$ cat config.mk
export PLATFORM = sky130hd
export DESIGN_NAME = vend_dispense
export DESIGN_NICKNAME = d
export VERILOG_FILES = /design/src/rtl/vend_dispense.sv
export SDC_FILE = /design/constraint.sdc
export NUM_CORES = 1
export LEC_CHECK = 0
export BUFFER_PORTS_ARGS = -buffer_cell sky130_fd_sc_hd__buf_2
export CAP_MARGIN = 20
export CORE_MARGIN = 8
export CORE_UTILIZATION = 28
export DETAILED_ROUTE_END_ITERATION = 6
export GPL_ROUTABILITY_DRIVEN = 0
export PLACE_DENSITY = 0.48
export SYNTH_ARGS = -nofsm -noshare
export SYNTH_HDL_FRONTEND = slang
export SYNTH_SLANG_ARGS = --single-unit
$ cat constraint.sdc
create_clock -name clk -period 3.24 [get_ports clk]
set_input_delay 0.324 -clock clk [delete_from_list [all_inputs] [get_ports clk]]
set_output_delay 0.324 -clock clk [all_outputs]
set_load 0.005 [all_outputs]
$ cat src/rtl/vend_dispense.sv
// Output-side actuator sequencer for the vending machine: queues product/change
// strobes and runs the motor and coin hopper one request at a time under a timeout.
module vend_dispense #(
    parameter int TIMEOUT = 255,
    parameter int GAP_CYC = 4
) (
    input  logic clk,
    input  logic rst_n,
    input  logic p,
    input  logic c,
    input  logic motor_done,
    input  logic hopper_ack,
    input  logic clr_fault,
    output logic motor_en,
    output logic coin_eject,
    output logic busy,
    output logic fault,
    output logic ovf
);

    typedef enum logic [2:0] {
        IDLE,
        MOTOR,
        COIN,
        GAP,
        FAULT
    } state_t;

    localparam logic [7:0] TIMER_LAST = 8'(TIMEOUT);
    localparam logic [2:0] GAP_LAST   = 3'(GAP_CYC - 1);

    state_t     state;
    state_t     state_nx;
    logic [7:0] timer;
    logic [2:0] gap_cnt;
    logic [1:0] prod_cnt;
    logic [3:0] chg_cnt;
    logic       p_d;
    logic       c_d;
    logic       p_req;
    logic       c_req;
    logic       prod_take;
    logic       chg_take;

    assign p_req = p & ~p_d;
    assign c_req = c & ~c_d;

    // NOTE: every output of this block gets a default first so no path leaves it unassigned (no latch).
    always_comb begin
        state_nx  = state;
        prod_take = 1'b0;
        chg_take  = 1'b0;
        case (state)
            IDLE: begin
                if (prod_cnt != 2'd0) begin
                    state_nx  = MOTOR;
                    prod_take = 1'b1;
                end else if (chg_cnt != 4'd0) begin
                    state_nx = COIN;
                    chg_take = 1'b1;
                end
            end
            // Completion is checked before the timeout so a late done still counts as success.
            MOTOR: begin
                if (motor_done)                state_nx = GAP;
                else if (timer == TIMER_LAST)  state_nx = FAULT;
            end
            COIN: begin
                if (hopper_ack)                state_nx = GAP;
                else if (timer == TIMER_LAST)  state_nx = FAULT;
            end
            GAP: begin
                if (gap_cnt == GAP_LAST)       state_nx = IDLE;
            end
            FAULT: begin
                if (clr_fault)                 state_nx = IDLE;
            end
            default: state_nx = IDLE;
        endcase
    end

    // NOTE: sequential state uses non-blocking assignments so all flops update from pre-edge values.
    always_ff @(posedge clk or negedge rst_n) begin
        if (!rst_n) begin
            state      <= IDLE;
            timer      <= 8'd0;
            gap_cnt    <= 3'd0;
            motor_en   <= 1'b0;
            coin_eject <= 1'b0;
        end else begin
            state      <= state_nx;
            // Drives are registered off the next state so they track the state flop exactly.
            motor_en   <= (state_nx == MOTOR);
            coin_eject <= (state_nx == COIN);
            if (state_nx != state) begin
                timer   <= 8'd0;
                gap_cnt <= 3'd0;
            end else if (state == MOTOR || state == COIN) begin
                timer   <= timer + 8'd1;
            end else if (state == GAP) begin
                gap_cnt <= gap_cnt + 3'd1;
            end
        end
    end

    // Request queues: a simultaneous arrival and service leaves the count untouched, even when full.
    always_ff @(posedge clk or negedge rst_n) begin
        if (!rst_n) begin
            p_d      <= 1'b0;
            c_d      <= 1'b0;
            prod_cnt <= 2'd0;
            chg_cnt  <= 4'd0;
            ovf      <= 1'b0;
        end else begin
            p_d <= p;
            c_d <= c;
            if (p_req && !prod_take) begin
                if (prod_cnt == 2'd3) ovf      <= 1'b1;
                else                  prod_cnt <= prod_cnt + 2'd1;
            end else if (!p_req && prod_take) begin
                prod_cnt <= prod_cnt - 2'd1;
            end
            if (c_req && !chg_take) begin
                if (chg_cnt == 4'd15) ovf     <= 1'b1;
                else                  chg_cnt <= chg_cnt + 4'd1;
            end else if (!c_req && chg_take) begin
                chg_cnt <= chg_cnt - 4'd1;
            end
        end
    end

    assign busy  = (state != IDLE) || (prod_cnt != 2'd0) || (chg_cnt != 4'd0);
    assign fault = (state == FAULT);

endmodule
* After elaboration in Yosys (flattened, before gate mapping)
Cells that the tools add are included.
** Word-level totals
- Word-level logic and storage cells :: 84
- Bits in registers :: 25
- Output and inout bits :: 5
- Input port bits :: 7
** Cells by class
- Add/sub/neg operators :: 6
- Bitwise operators :: 4
- Multiplexer cells :: 28
- Reduce and logical (&&, ||, !) cells :: 22
- Equal/unequal tests :: 14
** Operator list (count)
- 2-to-1 mux 3 bit :: 10
- 2-to-1 mux 8 bit :: 2
- case mux 3 bit (5 select lines) :: 1
- equality test 3 x 2 -> 1 bit (second input constant) :: 4
- 2-to-1 mux 4 bit :: 3
- nonzero test 2 bit :: 5
- 2-to-1 mux 1 bit :: 9
- adder 8 x 1 -> 8 bit (second input constant) :: 1
- equality test 8 bit (second input constant) :: 1
- equality test 3 x 1 -> 1 bit (second input constant) :: 2
- 2-to-1 mux 2 bit :: 3
- inequality test 2 bit (second input constant) :: 3
- AND reduction 2 bit :: 3
- adder 4 x 1 -> 4 bit (second input constant) :: 1
- equality test 4 bit (second input constant) :: 1
- logical AND 1 bit :: 4
- logical NOT 1 bit :: 4
- nonzero test 4 bit :: 1
- subtractor 4 x 1 -> 4 bit (second input constant) :: 1
- adder 3 x 1 -> 3 bit (second input constant) :: 1
- equality test 3 bit (second input constant) :: 1
- logical NOT 3 bit :: 1
- logical OR 1 bit :: 3
- inequality test 3 bit :: 1
- 6 further kinds :: 8

* Depth between registers and ports, before layout
Gate-level depths: netlist (run 1).
- Depth after elaboration :: 8
- Gate-level depth with buffers :: 9

* Least setup slack after synthesis (run 1)
No wires, ideal clock.
- Path type :: register to register
- From :: reg chg_cnt[1]
- To :: reg chg_cnt[3]
- Data arrival time :: 2.497 ns
- Library setup time :: 0.123 ns
- Stages on the path, launching flop included :: 9
- Clock period less this slack :: 2.620 ns
- Setup slack :: 0.620 ns
- Data required time :: 3.117 ns
- Path buffers :: 0
- Path through :: dfrtp_1 or4_4 nand3_1 nand2_1 ha_1 and3_1 or3_1 mux2_2 xnor2_1
** On the way
- Cells in the longest elaborated chain, start to end :: 8
- Elaborated cells between the ends (all ways) :: 16
- Those cells by class :: add/sub (2); eq/ne (2); mux (6); reduce/logical (6)
** RTL lines
- start, declared :: line 37 : logic [3:0] chg_cnt;
- start signal, assigned :: line 125 : else chg_cnt <= chg_cnt + 4'd1;
- start signal, assigned :: line 127 : chg_cnt <= chg_cnt - 4'd1;
- nonzero test 4 bit :: line 58 : end else if (chg_cnt != 4'd0) begin
- 2-to-1 mux 1 bit :: line 58
- 2-to-1 mux 1 bit :: line 55 : if (prod_cnt != 2'd0) begin
- 2-to-1 mux 1 bit :: line 53 : case (state)
- logical NOT 1 bit :: line 123 : if (c_req && !chg_take) begin
- logical AND 1 bit :: line 123
- inequality test 2 bit (no line) or nonzero test 2 bit (tied branches)
- AND reduction 2 bit (no line)
Several ways; a longest one is shown, not always the timed one. The select of a mux whose other input is x is not followed.
A chain may end at the register's enable or synchronous reset.

* Final worst setup path (run 1)
Ends and elaborated chain as after synthesis.

==> results of run 1 <==
## area by class of cell
class                      instances  area share
tap                               70      0.0522
clock inverter                     1     0.00298
multi-input combinational        105       0.493
timing repair buffer              15      0.0507
clock buffer                       3      0.0246
inverter                           2     0.00447
sequential                        25       0.373
## power by group through the flow
stage | logic, mW | registers, mW | clock network, mW
final | 0.518 | 0.541 | 0.195
after global routing | 0.592 | 0.558 | 0.215
after CTS | 0.527 | 0.541 | 0.200
after detailed placement | 0.525 | 0.548 | 0
after global placement | 0.510 | 0.541 | 0
after floorplan | 0.465 | 0.493 | 0
## synthesized netlist by cell type (3+ instances only)
| master | number |
|---|---|
| mux2i_1 | 3 |
| buf_2 | 4 |
| nand2_1 | 9 |
| nor4_2 | 9 |
| ha_1 | 5 |
| nor2b_1 | 6 |
| o21ai_0 | 5 |
| nand3b_1 | 3 |
| dfrtp_1 | 25 |
| nor2_1 | 7 |
| xnor2_1 | 11 |
| nand3_1 | 5 |
| mux2_2 | 4 |
| nor4_1 | 7 |
| nand4_1 | 3 |
## cells by family after synthesis
family,after synthesis,synth area share
flops,25,0.417
fa+ha+maj,6,0.0550
simple gates,63,0.294
xor+xnor,13,0.0759
mux,7,0.0500
compound gates,16,0.0717
buf+inv,10,0.0359
## state kept, by name, indices dropped and copies added, names as in the netlist
| name | flops |
|---|---|
| timer | 8 |
| motor_en | 1 |
| prod_cnt | 2 |
| c_d | 1 |
| state | 3 |
| p_d | 1 |
| gap_cnt | 3 |
| chg_cnt | 4 |
| ovf | 1 |
| coin_eject | 1 |
## worst max-delay path, cell delays in order (launching register included)
cell     delay (ns)
dfrtp_1        0.45
or4_4          0.57
nand3_1        0.21
nand2_1        0.17
ha_1           0.36
and3_1         0.21
or3_1          0.34
mux2_2         0.27
xnor2_1        0.12
## routing by layer
| layer | vias to the layer above | global-route usage | share of wire |
|---|---|---|---|
| met5 | - | 0 | 0 |
| met4 | 0 | 0.0589 | 0.029 |
| met3 | 5 | 0.0156 | 0.031 |
| met2 | 17 | 0.141 | 0.46 |
| met1 | 522 | 0.101 | 0.48 |
| li1 | 530 | - | - |
## final timing paths
| check | start | to | slack, ns | cells after the start |
|---|---|---|---|---|
| worst max-delay path | chg_cnt[1] | chg_cnt[3] | 0.44 | 8 |
| worst min register to register | ovf | ovf | 0.48 | 2 |
| worst max register to register | chg_cnt[1] | chg_cnt[3] | 0.44 | 8 |
| max in group asynchronous | rst_n | timer[4] | 2.82 | 1 |
| min in group clk | p | p_d | 0.16 | 1 |
| worst min-delay path | rst_n | chg_cnt[2] | 0.03 | 1 |
==> impl_metrics.json, run 1 <==
{
  "multi_input_area_um2": 827,
  "max_freq_mhz": 357,
  "pwr-share-clk": 0.155,
  "timing.final.crit_share": 0.864,
  "start_kind": "flop",
  "nNetsFinal": 165,
  "slew_headroom": 0.574,
  "setup-violations-final": 0,
  "syn_inst": 140,
  "hold_path_class": "in -> async",
  "synthToLayoutAreaGrowth_pct": 11.9,
  "core-area_um2": 5140,
  "fin_crit_ns": 2.80,
  "drt-vias-per-instance": 4.86,
  "comb_power_share": 0.413,
  "yosysTopAreaCell": "dfrtp_1",
  "crit_type": "reg -> reg",
  "dpl.hpwl_um": 2160,
  "total_power_mw": 1.25,
  "die-area_um2": 7960,
  "grt_pass1_wl_um": 5290,
  "utilization": 0.327,
  "dr.pass1.iters": 4,
  "ys_seq_area_frac": 0.417,
  "dp_slack_ns": 0.423,
  "grt_util_all_layers": 0.0867,
  "worstPathArrival_ns": 2.97,
  "antenna_cells": 0,
  "synth_cell_types": 40,
  "synth_nets": 153,
  "synth_top_area_frac": 0.417,
  "place_area_um2": 1630,
  "place_inst": 217,
  "wire_per_inst_um": 13.4,
  "switching_share": 0.407,
  "grt_setup_unrepaired": "no",
  "route.detailed.drc": 0,
  "seq_power_share": 0.432,
  "holdWs_ns": 0.0337,
  "hold_buffers": 0,
  "wl_um": 2970,
  "drive_gt1_frac": 0.245,
  "grt_pass1_vias": 1142,
  "rows": 26,
  "async_flop_share": 1.00,
  "tritoncts": "yes",
  "maxCapViolations": 0,
  "power.leakage_nw": 0.661,
  "fillers": 556,
  "die_h_um": 89.2,
  "htreeDepth": 1,
  "clk_pin_slew_worst_paths_ns": 0.09,
  "vdd_drop_max_mv": 0.204,
  "p_per_area_nw_per_um2": 746,
  "start_util": 0.292,
  "final_area_um2": 1680,
  "clk_latency_ns": 0.28,
  "numCtsBuffers": 3,
  "power.internal_mw": 0.743,
  "cp-end-kind": "flop",
  "ios": 12,
  "synthFlopType": "dfrtp_1",
  "hold_viol_final": 0,
  "cts-resized-gates": 0,
  "antenna_found_initial": 0,
  "root_buffer": "clkbuf_8",
  "synth_area_leaders": "dfrtp_1 42%, nor4_2 7.5%, xnor2_1 6.4%, ha_1 4.2%, mux2_2 3.0%",
  "synth_area_per_cell_um2": 10.7,
  "critPathMaxFanout": 5,
  "cts_sinks": 25,
  "fin_ws_ns": 0.441,
  "synth_area_um2": 1500,
  "layout_commonest_cell": "dfrtp_1",
  "grt_overflow": 0,
  "layout_common_cells": "25 x dfrtp_1, 11 x xnor2_1, 11 x buf_2, 10 x nor4_2, 9 x nand2_1",
  "fin_cells": 221,
  "yosys_warnings": 0,
  "port_buffers": 11,
  "synth_edf_count": 0,
  "outcome": "finished, final reports clean",
  "seq_area_um2": 626,
  "setup_tns_ns": 0,
  "power.switching_mw": 0.510,
  "drt_iter0_drc": 40,
  "fin_skew_ns": 0.00479,
  "ys_ff_latch": 25,
  "grt_max_degree": 26,
  "routed-via-count": 1074,
  "ant_nets": 0,
  "slew_violations": 0,
  "worstMarginPinSlew_ns": 0.639,
  "worst-endpoint-required_ns": 3.41,
  "post-cts-setup-buffers": 0,
  "cts_buffer_depth": 2,
  "die_w_um": 89.2
}
Note: power is estimated with default switching activity, not from simulation.
==> inputs of run 2 (changes only) <==
Clock period 3.24 ns to 2.9 ns, I/O delays scaled along.
==> impl_metrics.json, run 2 (synthesized netlist as in run 1, its figures left out) <==
{
  "grt_setup_unrepaired": "no",
  "drive_gt1_frac": 0.248,
  "cts-resized-gates": 0,
  "core-area_um2": 5140,
  "timing.final.crit_share": 0.916,
  "cp-end-kind": "flop",
  "worstReg2RegEnd": "chg_cnt[3]",
  "utilization": 0.329,
  "fin_cells": 223,
  "fin_crit_ns": 2.66,
  "cts_buffer_depth": 2,
  "reg_top3": "timer: 8 flops, chg_cnt: 4 flops",
  "ff2ff_path_depth": 8,
  "power.leakage_nw": 0.666,
  "post-cts-setup-buffers": 0,
  "reg2reg_slack_ns": 0.24,
  "place_area_um2": 1650,
  "routed-via-count": 1100,
  "final_area_um2": 1690,
  "start_util": 0.292,
  "setup_tns_ns": 0,
  "vdd_drop_max_mv": 0.194,
  "worstPathArrival_ns": 2.81,
  "antenna_found_initial": 0,
  "outcome": "finished, final reports clean",
  "cts_sinks": 25,
  "largest_reg_flops": 8,
  "tritoncts": "yes",
  "die_h_um": 89.2,
  "layout_common_cells": "25 x dfrtp_1, 11 x xnor2_1, 11 x buf_2, 10 x nor4_2, 9 x nand2_1",
  "maxCapViolations": 0,
  "dr.pass1.iters": 4,
  "port_buffers": 11,
  "route.detailed.drc": 0,
  "pwr-share-clk": 0.144,
  "hold_path_class": "in -> async",
  "crit_type": "reg -> reg",
  "die-area_um2": 7960,
  "start_kind": "flop",
  "wl_um": 2910,
  "drt-vias-per-instance": 4.93,
  "critPathMaxFanout": 5,
  "ios": 12,
  "r2r-start": "chg_cnt[1]",
  "worstMarginPinSlew_ns": 0.642,
  "dpl.hpwl_um": 2170,
  "ant_nets": 0,
  "power.switching_mw": 0.557,
  "seq_power_share": 0.405,
  "die_w_um": 89.2,
  "switching_share": 0.395,
  "root_buffer": "clkbuf_8",
  "power.internal_mw": 0.851,
  "nNetsFinal": 167,
  "wire_per_inst_um": 13.1,
  "hold_viol_final": 0,
  "grt_pass1_wl_um": 5040,
  "numCtsBuffers": 3,
  "fin_skew_ns": 0.00384,
  "grt_util_all_layers": 0.0800,
  "rows": 26,
  "antenna_cells": 0,
  "place_inst": 219,
  "comb_power_share": 0.451,
  "clk_latency_ns": 0.26,
  "setup-violations-final": 0,
  "drt_iter0_drc": 40,
  "slew_headroom": 0.572,
  "holdWs_ns": 0.0147,
  "htreeDepth": 1,
  "grt_max_degree": 26,
  "dp_slack_ns": 0.246,
  "max_freq_mhz": 376,
  "layout_commonest_cell": "dfrtp_1",
  "fin_ws_ns": 0.243,
  "clk_pin_slew_worst_paths_ns": 0.09,
  "grt_pass1_vias": 1097,
  "grt_overflow": 0,
  "p_per_area_nw_per_um2": 832,
  "synthToLayoutAreaGrowth_pct": 12.8,
  "total_power_mw": 1.41,
  "regMostFlops": "timer",
  "hold_buffers": 0,
  "slew_violations": 0,
  "worst-endpoint-required_ns": 3.06
}
==> run 2: changes by cell type in the layout (fill, tap and decap cells not counted), sizes merged <==
cell	previous run	this run
buf	15	17
clkinv	1	0
clkbuf	3	4
==> run 2: worst max path at each step <==
| stage | to | slack [ns] | from | depth (start not counted) |
|---|---|---|---|---|
| floorplan | chg_cnt[3] | 0.28 | chg_cnt[1] | 8 |
| global placement | chg_cnt[3] | 0.32 | chg_cnt[1] | 8 |
| detailed placement | chg_cnt[3] | 0.25 | chg_cnt[1] | 8 |
| CTS | chg_cnt[3] | 0.23 | chg_cnt[1] | 8 |
| global route | chg_cnt[3] | 0.14 | chg_cnt[1] | 8 |
| finish | chg_cnt[3] | 0.24 | chg_cnt[1] | 8 |
==> run 2: cell type report <==
class                           instances  area, um^2
Multi-Input combinational cell        105         827
Tap cell                               70        87.6
Fill cell                             545        3450
Sequential cell                        25         626
Timing Repair Buffer                   17         100
Inverter                                2        7.51
Clock buffer                            4        45.0
==> run 2: power by group through the flow <==
stage,Combinational [mW],Clock [mW],Sequential (mW)
2_1_floorplan,0.520,0,0.551
6_report,0.635,0.203,0.570
5_1_grt,0.714,0.233,0.590
3_3_place_gp,0.622,0,0.571
4_1_cts,0.646,0.221,0.572
3_5_place_dp,0.641,0,0.579
==> run 2: critical path, cell delays in order, from the launching register on <==
cell and delay [ns]:
dfrtp_1 0.44, or4_4 0.57, nand3_1 0.11, nand2_1 0.13
ha_1 0.36, and3_1 0.21, or3_1 0.33, mux2_2 0.27
xnor2_1 0.12
==> run 2: layer usage <==
metal,routed length [um],vias to the layer above,GRT usage
met5,0,-,0
met4,42,0,0.0363
met3,89,4,0.0119
met2,1410,13,0.131
met1,1370,549,0.101
li1,-,534,-
